==> src/rtl/edge_row_packer.sv <==
// edge_row_packer
// Packs the serial edge-bit stream from the CANNY core into ROW_W-bit row
// words (ROWS rows per tile) and queues them in a small FIFO drained over a
// valid/ready port. The core cannot be stalled, so a row completing while
// the FIFO is full (and not popping) is dropped and flagged in `overflow`.
//
// Ports
//   clk        rising-edge clock
//   reset      synchronous, active-high; clears counters, FIFO, overflow
//   edge_in    edge bit from the core
//   readable   edge_in is valid this cycle
//   out_data   row word, bit 0 = first column received
//   out_row    row index of out_data within its tile
//   out_last   out_data is the last row of a tile
//   out_valid  FIFO head valid
//   out_ready  consumer accepts the head this cycle
//   overflow   sticky: a completed row was dropped
module edge_row_packer #(
  parameter int ROW_W      = 18,
  parameter int ROWS       = 18,
  parameter int FIFO_DEPTH = 4
) (
  input  logic             clk,
  input  logic             reset,
  input  logic             edge_in,
  input  logic             readable,
  output logic [ROW_W-1:0] out_data,
  output logic [4:0]       out_row,
  output logic             out_last,
  output logic             out_valid,
  input  logic             out_ready,
  output logic             overflow
);

  localparam int CW = $clog2(ROW_W);
  localparam int AW = $clog2(FIFO_DEPTH);
  localparam int NW = $clog2(FIFO_DEPTH + 1);
  // FIFO entry layout: {last, row[4:0], data[ROW_W-1:0]}
  localparam int EW = ROW_W + 6;

  logic [CW-1:0]                  col_q, col_d;
  logic [4:0]                     row_q, row_d;
  logic [ROW_W-1:0]               asm_q, asm_d;
  logic [FIFO_DEPTH-1:0][EW-1:0]  mem_q, mem_d;
  logic [AW-1:0]                  wr_ptr_q, wr_ptr_d;
  logic [AW-1:0]                  rd_ptr_q, rd_ptr_d;
  logic [NW-1:0]                  cnt_q, cnt_d;
  logic [EW-1:0]                  head_q, head_d;
  logic                           ovf_q, ovf_d;

  logic          row_done, pop, full, accept;
  logic [EW-1:0] push_entry;
  logic [NW-1:0] rem;

  always_comb begin
    row_done   = readable && (col_q == CW'(ROW_W - 1));
    // The completing bit goes straight into the top of the word; the
    // assembly register only ever holds the first ROW_W-1 bits.
    push_entry = {(row_q == 5'(ROWS - 1)), row_q, edge_in, asm_q[ROW_W-2:0]};
    pop        = (cnt_q != '0) && out_ready;
    full       = (cnt_q == NW'(FIFO_DEPTH));
    // A push into a full FIFO still lands if the head leaves on the same edge.
    accept     = row_done && (!full || pop);

    col_d    = col_q;
    row_d    = row_q;
    asm_d    = asm_q;
    mem_d    = mem_q;
    wr_ptr_d = wr_ptr_q;
    rd_ptr_d = rd_ptr_q;
    head_d   = head_q;
    ovf_d    = ovf_q;

    if (readable) begin
      asm_d[col_q] = edge_in;
      if (row_done) begin
        col_d = '0;
        row_d = (row_q == 5'(ROWS - 1)) ? 5'd0 : row_q + 5'd1;
      end else begin
        col_d = col_q + CW'(1);
      end
    end

    if (accept) begin
      mem_d[wr_ptr_q] = push_entry;
      wr_ptr_d        = wr_ptr_q + AW'(1);
    end
    if (pop) rd_ptr_d = rd_ptr_q + AW'(1);
    if (row_done && !accept) ovf_d = 1'b1;

    rem   = cnt_q - {{(NW-1){1'b0}}, pop};
    cnt_d = rem + {{(NW-1){1'b0}}, accept};

    // Head register tracks whatever sits at the read pointer after this
    // edge. If nothing survives the pop, the incoming row becomes the head.
    // When empty it simply keeps its previous contents.
    if (cnt_d != '0) begin
      if (rem == '0) head_d = push_entry;
      else           head_d = mem_q[rd_ptr_d];
    end
  end

  always_ff @(posedge clk) begin
    if (reset) begin
      col_q    <= '0;
      row_q    <= '0;
      asm_q    <= '0;
      mem_q    <= '0;
      wr_ptr_q <= '0;
      rd_ptr_q <= '0;
      cnt_q    <= '0;
      head_q   <= '0;
      ovf_q    <= 1'b0;
    end else begin
      col_q    <= col_d;
      row_q    <= row_d;
      asm_q    <= asm_d;
      mem_q    <= mem_d;
      wr_ptr_q <= wr_ptr_d;
      rd_ptr_q <= rd_ptr_d;
      cnt_q    <= cnt_d;
      head_q   <= head_d;
      ovf_q    <= ovf_d;
    end
  end

  assign out_data  = head_q[ROW_W-1:0];
  assign out_row   = head_q[ROW_W+4:ROW_W];
  assign out_last  = head_q[EW-1];
  assign out_valid = (cnt_q != '0);
  assign overflow  = ovf_q;

endmodule

==> config.mk <==
export PLATFORM = sky130hd
export DESIGN_NAME = edge_row_packer
export DESIGN_NICKNAME = d
export VERILOG_FILES = /design/src/rtl/edge_row_packer.sv
export SDC_FILE = /design/constraint.sdc
export NUM_CORES = 1
export LEC_CHECK = 0
export ABC_AREA = 0
export CORE_MARGIN = 2
export CORE_UTILIZATION = 50
export DETAILED_ROUTE_END_ITERATION = 16
export PLACE_DENSITY = 0.72
export SLEW_MARGIN = 15
export SYNTH_ARGS = -nofsm -noshare
export SYNTH_HDL_FRONTEND = slang
export SYNTH_SLANG_ARGS = --single-unit
==> constraint.sdc <==
create_clock -name clk -period 2.76 [get_ports clk]
set_clock_uncertainty 0.15 [all_clocks]
set_input_delay 0.276 -clock clk [delete_from_list [all_inputs] [get_ports clk]]
set_output_delay 0.276 -clock clk [all_outputs]
set_load 0.05 [all_outputs]
==> results.cfg, run 1 <==
[critical_path]
regToRegEndpoint = head_q[11]
crit_fanout = 10
crit_path_start = cnt_q[0]
worstPathArrival_ns = 2.88
reg2regPathDepth = 13
critPathKind = reg -> reg
endpoint = head_q[11]
crit_chain = nor4b_2 -> buf_4 -> nor3b_2 -> buf_4 -> ha_4 -> ha_4 -> xnor3_2 -> and2_4 -> nor3_4 -> buf_12 -> clkbuf_16 -> o221ai_1 -> o22ai_1
critPathRequiredTime_ns = 2.96
worst_setup_path_start_kind = register
endpoint_kind = register
r2r_start = cnt_q[0]
cp_slowest_stage_delay_ns = 0.37
slowest_stage = dfxtp_1
rrSetupSlack_ns = 0.08

[placement]
place_hpwl_um = 11700
gp_congestion = 0.863
numPortBuffers = 30
dp_cells = 1077
post-place-ws_ns = -0.258
place_area_mm2 = 0.00794

[global_route]
grt_max_degree = 74
gr-usage-met1_pct = 36.1
grt_pass1_wl_um = 31100
antenna_found_initial = 0
grt_util_all_layers_pct = 26.5
grt_pass1_vias = 5958
grt_util_met3_pct = 5.91
grt_use_met2_pct = 41.8
grt_overflow = 0
busiest_layer = met2

[die]
pin_count = 31
start_util_pct = 51.5
die_y_um = 124
die_w_um = 124
core-area_mm2 = 0.0140
row_count = 43
dieArea_mm2 = 0.0154

[logic_synthesis]
synth_edf_count = 0
syn-mean-instance-area_um2 = 8.04
netlist_top_cells_area = dfxtp_1, nand2_1, a21oi_1
ys_seq_area_share_pct = 43.0
synth_top_area_cell = dfxtp_1
synth_most_common_cell = nand2_1
yosys_most_used_dff = dfxtp_1
syn_nets = 916
ys_top_cells_by_count = nand2_1, dfxtp_1, a21oi_1
ys_ff_latch = 155
syn_area_mm2 = 0.00721
synth_cell_type_count = 52
synthArstFlopShare_pct = 0
syn_inst = 897
yosysWarnings = 0
yosys.area.top_type_share_pct = 43.0

[detailed_routing]
ant_nets = 0
drt_wl_total_um = 19700
num_vias = 6535
wl_per_cell_um = 17.7
drc = 0
drt-initial-drc-count = 634
dr.pass1.iters = 5
viasPerCell = 5.88

[clock_tree]
cts_max_path_buffers = 2
cts-root-buf = clkbuf_16
cts_sinks = 155
path_clk_slew_ns = 0.06
cts_tree = yes
clk-insertion-delay-late_ns = 0.42
numCtsBuffers = 17
htreeDepth = 4

[layout]
fin_util_pct = 61.3
final_cell_area_mm2 = 0.00858
diodes = 0
fillers = 1269
drive_above_1_share_pct = 12.8
fin_cells = 1112
area_delta_synth_final_pct = 19.0
nNetsFinal = 938
seq_area_mm2 = 0.00311
multiInputGateArea_mm2 = 0.00380

[power]
ir_drop_mv = 0.715
power.total_mw = 9.39
power_density_mw_per_mm2 = 1090
power_leakage_nw = 2.87

[worst_hold_path]
hp-class = in -> reg

[sta]
setup_tns_ns = 0
finalCritPeriodShare_pct = 97.0
slew_headroom_pct = 48.8
setup_violations = 0
fin_ws_ns = 0.0835
max_freq_ghz = 0.374
worstMarginPinSlew_ns = 0.768
fin_hold_ws_ns = 0.0848
report.final.slew_viol_count = 0
min_period_ns = 2.68
finalHoldViolations = 0

[flow_run]
max_cap_viol_count = 0

[status]
outcome = completed
-- final cells by class --
| class | instances | area share, % |
|---|---|---|
| Multi-Input combinational cell | 650 | 44.3 |
| Sequential cell | 155 | 36.2 |
| Timing Repair Buffer | 83 | 9.98 |
| Clock buffer | 25 | 5.91 |
| Tap cell | 180 | 2.63 |
| Inverter | 12 | 0.525 |
| Clock inverter | 7 | 0.438 |
-- worst min path at each step --
stage | start | end | slack [ns] | cells past startpoint
after global routing | reset | mem_q[95] | 0.08 | 2
after CTS | reset | wr_ptr_q[0] | 0.07 | 2
after floorplan | edge_in | asm_q[4] | 0.27 | 2
after detailed placement | overflow | overflow | 0.29 | 2
after global placement | overflow | overflow | 0.29 | 2
final | reset | wr_ptr_q[1] | 0.08 | 2
-- kinds of logic after synthesis --
kind of cell             synth area share (%)
AND/OR/NAND/NOR                          21.9
buffers and inverters                    5.55
AO/OA/AOI/OAI                            23.8
XOR/XNOR                                 1.65
adder cells (fa/ha/maj)                  2.43
flip-flops                               43.0
multiplexers                             1.53
-- flip-flops by register name, summed over array words and instances (netlist names) --
register  cells
row_q         5
wr_ptr_q      2
overflow      1
mem_q        96
col_q         5
rd_ptr_q      2
asm_q        17
head_q       24
cnt_q         3
-- worst max-delay path, delay by kind of cell (launching register included) --
| kind | cells | cell delay (ns) |
|---|---|---|
| fa+ha+maj | 2 | 0.31 |
| xor+xnor | 1 | 0.23 |
| compound gates | 2 | 0.28 |
| simple gates | 4 | 0.64 |
| flops | 1 | 0.37 |
| buf+inv | 4 | 0.62 |
-- timing repair --
action / CTS / global route
resized for setup: 0 / 6
setup buffers: 0 / 1
endpoints found under the setup margin: 0 / 24
hold buffers: 0 / 0
-- power breakdown --
part | internal, mW | switching [mW] | total [mW]
clock | 1.27 | 0.900 | 2.17
combinational | 1.81 | 2.86 | 4.68
sequential | 2.40 | 0.146 | 2.55
total | 5.48 | 3.91 | 9.39
-- layout by cell type (no fill, tap or decap), drive strengths merged, types with 12 or more instances in the layout --
master / n
nand2: 222
dfxtp: 155
a21oi: 116
buf: 52
nor2: 34
clkdlybuf4s50: 29
a211oi: 27
clkbuf: 27
nor2b: 26
nand3: 23
o22ai: 22
o221ai: 22
o22a: 20
a21boi: 19
nor3: 17
o21ai: 15
ha: 14
inv: 12
-- routing by layer --
| layer | share of wire, % | vias to the layer above | wire, µm |
|---|---|---|---|
| met5 | 0 | - | 0 |
| met3 | 6.6 | 27 | 1300 |
| met1 | 45 | 3124 | 8920 |
| li1 | - | 3169 | - |
| met4 | 1.3 | 0 | 263 |
| met2 | 47 | 215 | 9230 |
(Power assumes the default switching activity.)
==> run 2, diff against run 1 <==
--- a/config.mk
+++ b/config.mk
@@ -6,10 +6,11 @@
 export NUM_CORES = 1
 export LEC_CHECK = 0
 export ABC_AREA = 0
+export ABC_CLOCK_PERIOD_IN_PS = 2760
 export CORE_MARGIN = 2
 export CORE_UTILIZATION = 50
 export DETAILED_ROUTE_END_ITERATION = 16
-export PLACE_DENSITY = 0.72
+export PLACE_DENSITY_LB_ADDON = 0.15
 export SLEW_MARGIN = 15
 export SYNTH_ARGS = -nofsm -noshare
 export SYNTH_HDL_FRONTEND = slang
==> results.cfg, run 2 (synthesis results as in run 1) <==
[status]
outcome = completed

[layout]
seq_area_mm2 = 0.00311
diodes = 0
largest_reg_flops = 96
top_regs = mem_q (96), head_q (24), asm_q (17)
fillers = 1190
multiInputGateArea_mm2 = 0.00384
area_delta_synth_final_pct = 20.2
mostFrequentLayoutCell = nand2_1
nNetsFinal = 939
final_cell_mix = nand2_1, dfxtp_1, a21oi_1
final_cell_area_mm2 = 0.00866
top_register = mem_q
drive_above_1_share_pct = 13.5

[power]
power_leakage_nw = 2.90
power.total_mw = 10.0
ir_drop_mv = 0.643
power_density_mw_per_mm2 = 1160

[critical_path]
crit_fanout = 6
worstPathArrival_ns = 2.88
regToRegEndpoint = head_q[19]
endpoint_kind = register
critPathKind = reg -> reg
critPathRequiredTime_ns = 2.94
reg2regPathDepth = 13
rrSetupSlack_ns = 0.06
worst_setup_path_start_kind = register
r2r_start = cnt_q[1]

[clock_tree]
holdBufCountCts = 0
cts_max_path_buffers = 2
cts-root-buf = clkbuf_16
cts_sinks = 155
numCtsBuffers = 17
htreeDepth = 4
path_clk_slew_ns = 0.06
cts_tree = yes
clk-insertion-delay-late_ns = 0.42

[sta]
finalHoldViolations = 0
setup_violations = 0
rsz0062_at_grt = true
report.final.slew_viol_count = 0
setup_tns_ns = 0
min_period_ns = 2.70
worstMarginPinSlew_ns = 0.927
max_freq_ghz = 0.371
slew_headroom_pct = 37.9
finalCritPeriodShare_pct = 97.8
fin_hold_ws_ns = 0.0903

[detailed_routing]
ant_nets = 0
drt-initial-drc-count = 663
drc = 0
num_vias = 6756
dr.pass1.iters = 5
wl_per_cell_um = 19.4
drt_wl_total_um = 21600
viasPerCell = 6.08

[worst_hold_path]
hold_start = reset
hp-class = in -> reg
hold-path-cell-count = 2
min_to = cnt_q[2]

[global_route]
grt_max_degree = 101
grt_pass1_wl_um = 33000
grt_overflow = 0
grt_pass1_vias = 6318
grt_util_all_layers_pct = 28.0
antenna_found_initial = 0

[die]
core-area_mm2 = 0.0140
die_y_um = 124
start_util_pct = 51.5
row_count = 43
pin_count = 31
die_w_um = 124
dieArea_mm2 = 0.0154

[placement]
place_hpwl_um = 12700
numPortBuffers = 30
gp_congestion = 0.796
place_area_mm2 = 0.00792

[flow_run]
max_cap_viol_count = 0
==> run 2: cell count changes in the layout (fill, tap and decap cells not counted), moves of 2 or more <==
| cell | delta |
|---|---|
| bufinv_16 | +2 |
| clkinv_2 | -3 |
| clkbuf_1 | -2 |
| nand2_1 | -2 |
| a21boi_0 | -3 |
| buf_12 | -2 |
| a21boi_1 | +3 |
==> run 2: repair_timing <==
| item | in CTS | in global routing |
|---|---|---|
| setup endpoints to repair | 16 | 23 |
| resized for setup | 4 | 18 |
| setup buffers | 0 | 3 |
| pin swaps | 0 | 9 |
| gates cloned | 0 | 3 |
==> run 2: worst max-delay path, stage by stage, from the launching register on <==
cell      delay [ns]
dfxtp_4         0.37
o31ai_4         0.29
inv_2           0.07
ha_4            0.26
inv_2           0.04
ha_4            0.15
ha_4            0.15
xnor3_2         0.22
and2_4          0.17
nor3_4          0.14
buf_6           0.16
buf_12          0.12
o221ai_1        0.11
o22ai_1         0.22
==> run 2: final cells by class <==
class	instances	area share (%)
multi-input cells	650	44.3
flip-flops and latches	155	35.9
repair buffers	84	9.92
clock buffers	23	5.63
well taps	180	2.60
clock inverters	7	1.04
inverters	12	0.549
==> run 2: metrics by stage <==
step           cells  util (%)  worst slack, ns
2_1_floorplan    897         -          -0.0400
3_3_place_gp    1075      56.6           -0.228
3_5_place_dp    1075      56.6           -0.309
4_1_cts         1105      60.8           0.0340
5_1_grt         1111      61.9          -0.0423
6_report        1111      61.9           0.0611
==> run 2: power breakdown <==
part	total [mW]	internal [mW]	switching, mW
clock	2.31	1.41	0.895
sequential	2.55	2.41	0.137
combinational	5.16	2.03	3.13
==> run 2: worst max path at each step <==
stage	startpoint	endpoint	depth (start not counted)
floorplan	cnt_q[2]	head_q[10]	13
global placement	out_ready	head_q[0]	13
detailed placement	out_ready	head_q[15]	13
CTS	cnt_q[2]	head_q[15]	12
global route	cnt_q[1]	head_q[4]	13
finish	cnt_q[1]	head_q[19]	13
==> run 2: routing by layer <==
layer,routed length (µm),vias up,global-route usage [%],share of wire (%)
li1,-,3173,-,-
met4,308,0,7.37,1.4
met5,0,-,0,0
met2,10300,325,46.6,48
met1,9310,3225,36.2,43
met3,1660,33,7.14,7.7
==> run 3, diff against run 2 <==
--- a/config.mk
+++ b/config.mk
@@ -10,6 +10,7 @@
 export CORE_MARGIN = 2
 export CORE_UTILIZATION = 50
 export DETAILED_ROUTE_END_ITERATION = 16
+export HOLD_SLACK_MARGIN = 0.15
 export PLACE_DENSITY_LB_ADDON = 0.15
 export SLEW_MARGIN = 15
 export SYNTH_ARGS = -nofsm -noshare
==> results.cfg, run 3 (synthesis results as in run 1) <==
[status]
outcome = completed

[critical_path]
worst_setup_path_start_kind = register
crit_chain = o31ai_4 -> inv_2 -> ha_4 -> inv_2 -> ha_4 -> ha_4 -> xnor3_2 -> and2_4 -> nor3_4 -> buf_6 -> buf_12 -> o221ai_1 -> o22ai_1
regToRegEndpoint = head_q[19]
worstPathArrival_ns = 2.88
cp_slowest_stage_delay_ns = 0.37
crit_fanout = 6
critPathKind = reg -> reg
slowest_stage = dfxtp_4
path_common_cell = ha_4
rrSetupSlack_ns = 0.06
path_buf_inv = 4
reg2regPathDepth = 13
endpoint_kind = register
crit_path_start = cnt_q[1]
critPathRequiredTime_ns = 2.94
cpLargestDelayFamily = compound AO/OA/AOI/OAI gates
r2r_start = cnt_q[1]

[sta]
finalCritPeriodShare_pct = 97.9
finalHoldViolations = 0
min_period_ns = 2.70
report.final.slew_viol_count = 0
setup_violations = 0
setup_tns_ns = 0
rsz0062_at_grt = true
max_freq_ghz = 0.370
worstMarginPinSlew_ns = 0.933
slew_headroom_pct = 37.5

[clock_tree]
cts-root-buf = clkbuf_16
cts_max_path_buffers = 2
clk-insertion-delay-late_ns = 0.42
htreeDepth = 4
cts_sinks = 155
numCtsBuffers = 17
cts_tree = yes
path_clk_slew_ns = 0.06

[worst_hold_path]
min_to = overflow
hp-class = reg -> reg
hold-path-cell-count = 2
hold_start = overflow

[detailed_routing]
num_vias = 6783
drc = 0
wl_per_cell_um = 19.4
drt-initial-drc-count = 637
viasPerCell = 6.10
drt_wl_total_um = 21600
dr.pass1.iters = 6
ant_nets = 0

[placement]
dp_cells = 1075
place_area_mm2 = 0.00792
gp_congestion = 0.796
place_hpwl_um = 12700
numPortBuffers = 30

[global_route]
grt_overflow = 0
antenna_found_initial = 0
grt_max_degree = 101
grt_util_all_layers_pct = 28.0
grt_pass1_wl_um = 33000
grt_pass1_vias = 6320

[layout]
top_register = mem_q
final_cell_mix = nand2_1, dfxtp_1, a21oi_1
top_regs = mem_q (96), head_q (24), asm_q (17)
fin_cells = 1112
multiInputGateArea_mm2 = 0.00384
final_cell_area_mm2 = 0.00867
seq_area_mm2 = 0.00311
fin_util_pct = 62.0
mostFrequentLayoutCell = nand2_1
nNetsFinal = 940
diodes = 0
area_delta_synth_final_pct = 20.3
drive_above_1_share_pct = 13.5
fillers = 1190
largest_reg_flops = 96

[die]
start_util_pct = 51.5
die_w_um = 124
die_y_um = 124
pin_count = 31
dieArea_mm2 = 0.0154
row_count = 43
core-area_mm2 = 0.0140

[flow_run]
max_cap_viol_count = 0

[power]
power_density_mw_per_mm2 = 1150
power.total_mw = 10.0
ir_drop_mv = 0.645
power_leakage_nw = 2.90
-- run 3: cell types whose count changed in the layout (fill, tap and decap cells not counted), sizes merged --
cell / before / now
dlygate4sd3: 0 / 1
-- run 3: through the flow --
stage | hold slack, ns | setup WS [ns]
4_1_cts | 0.303 | 0.0340
5_1_grt | 0.319 | -0.0423
2_1_floorplan | 0.273 | -0.0400
6_report | 0.300 | 0.0575
3_5_place_dp | 0.295 | -0.309
3_3_place_gp | 0.287 | -0.228
-- run 3: worst min-delay path, cell delays in order, from the launching register on --
cell and delay (ns):
dfxtp_1 0.31, inv_1 0.05, a21oi_1 0.05
-- run 3: how the worst max path moves through the flow --
stage | endpoint | slack [ns] | cells after the start
after floorplan | head_q[10] | -0.04 | 13
after global placement | head_q[0] | -0.23 | 13
after detailed placement | head_q[15] | -0.31 | 13
after CTS | head_q[15] | 0.03 | 12
after global routing | head_q[4] | -0.04 | 13
final | head_q[19] | 0.06 | 13
-- run 3: final cells by class --
cell class	instances	share of cell area, %
Multi-Input combinational cell	650	44.3
Inverter	12	0.548
Tap cell	180	2.60
Sequential cell	155	35.9
Clock inverter	7	1.04
Timing Repair Buffer	85	10.0
Clock buffer	23	5.63
-- run 3: routing by layer --
metal | wire (µm) | GRT usage [%] | vias to the layer above
li1 | - | - | 3171
met1 | 9160 | 36.1 | 3228
met2 | 10300 | 46.8 | 353
met3 | 1880 | 7.14 | 31
met4 | 291 | 7.37 | 0
met5 | 0 | 0 | -
-- run 3: power by group --
part	internal, mW	total [mW]	leakage (nW)	switching (mW)
sequential	2.41	2.55	1.25	0.138
combinational	2.03	5.16	1.37	3.13
clock	1.41	2.30	0.281	0.891
total	5.85	10.0	2.90	4.16
-- run 3: timing repair --
action | 4_1_cts | 5_1_grt
endpoints found under the setup margin | 16 | 23
cloned | 0 | 3
pin swaps | 0 | 9
resized for setup | 4 | 18
endpoints found under the hold margin | 19 | 0
buffers inserted | 0 | 3
hold buffers | 1 | 0
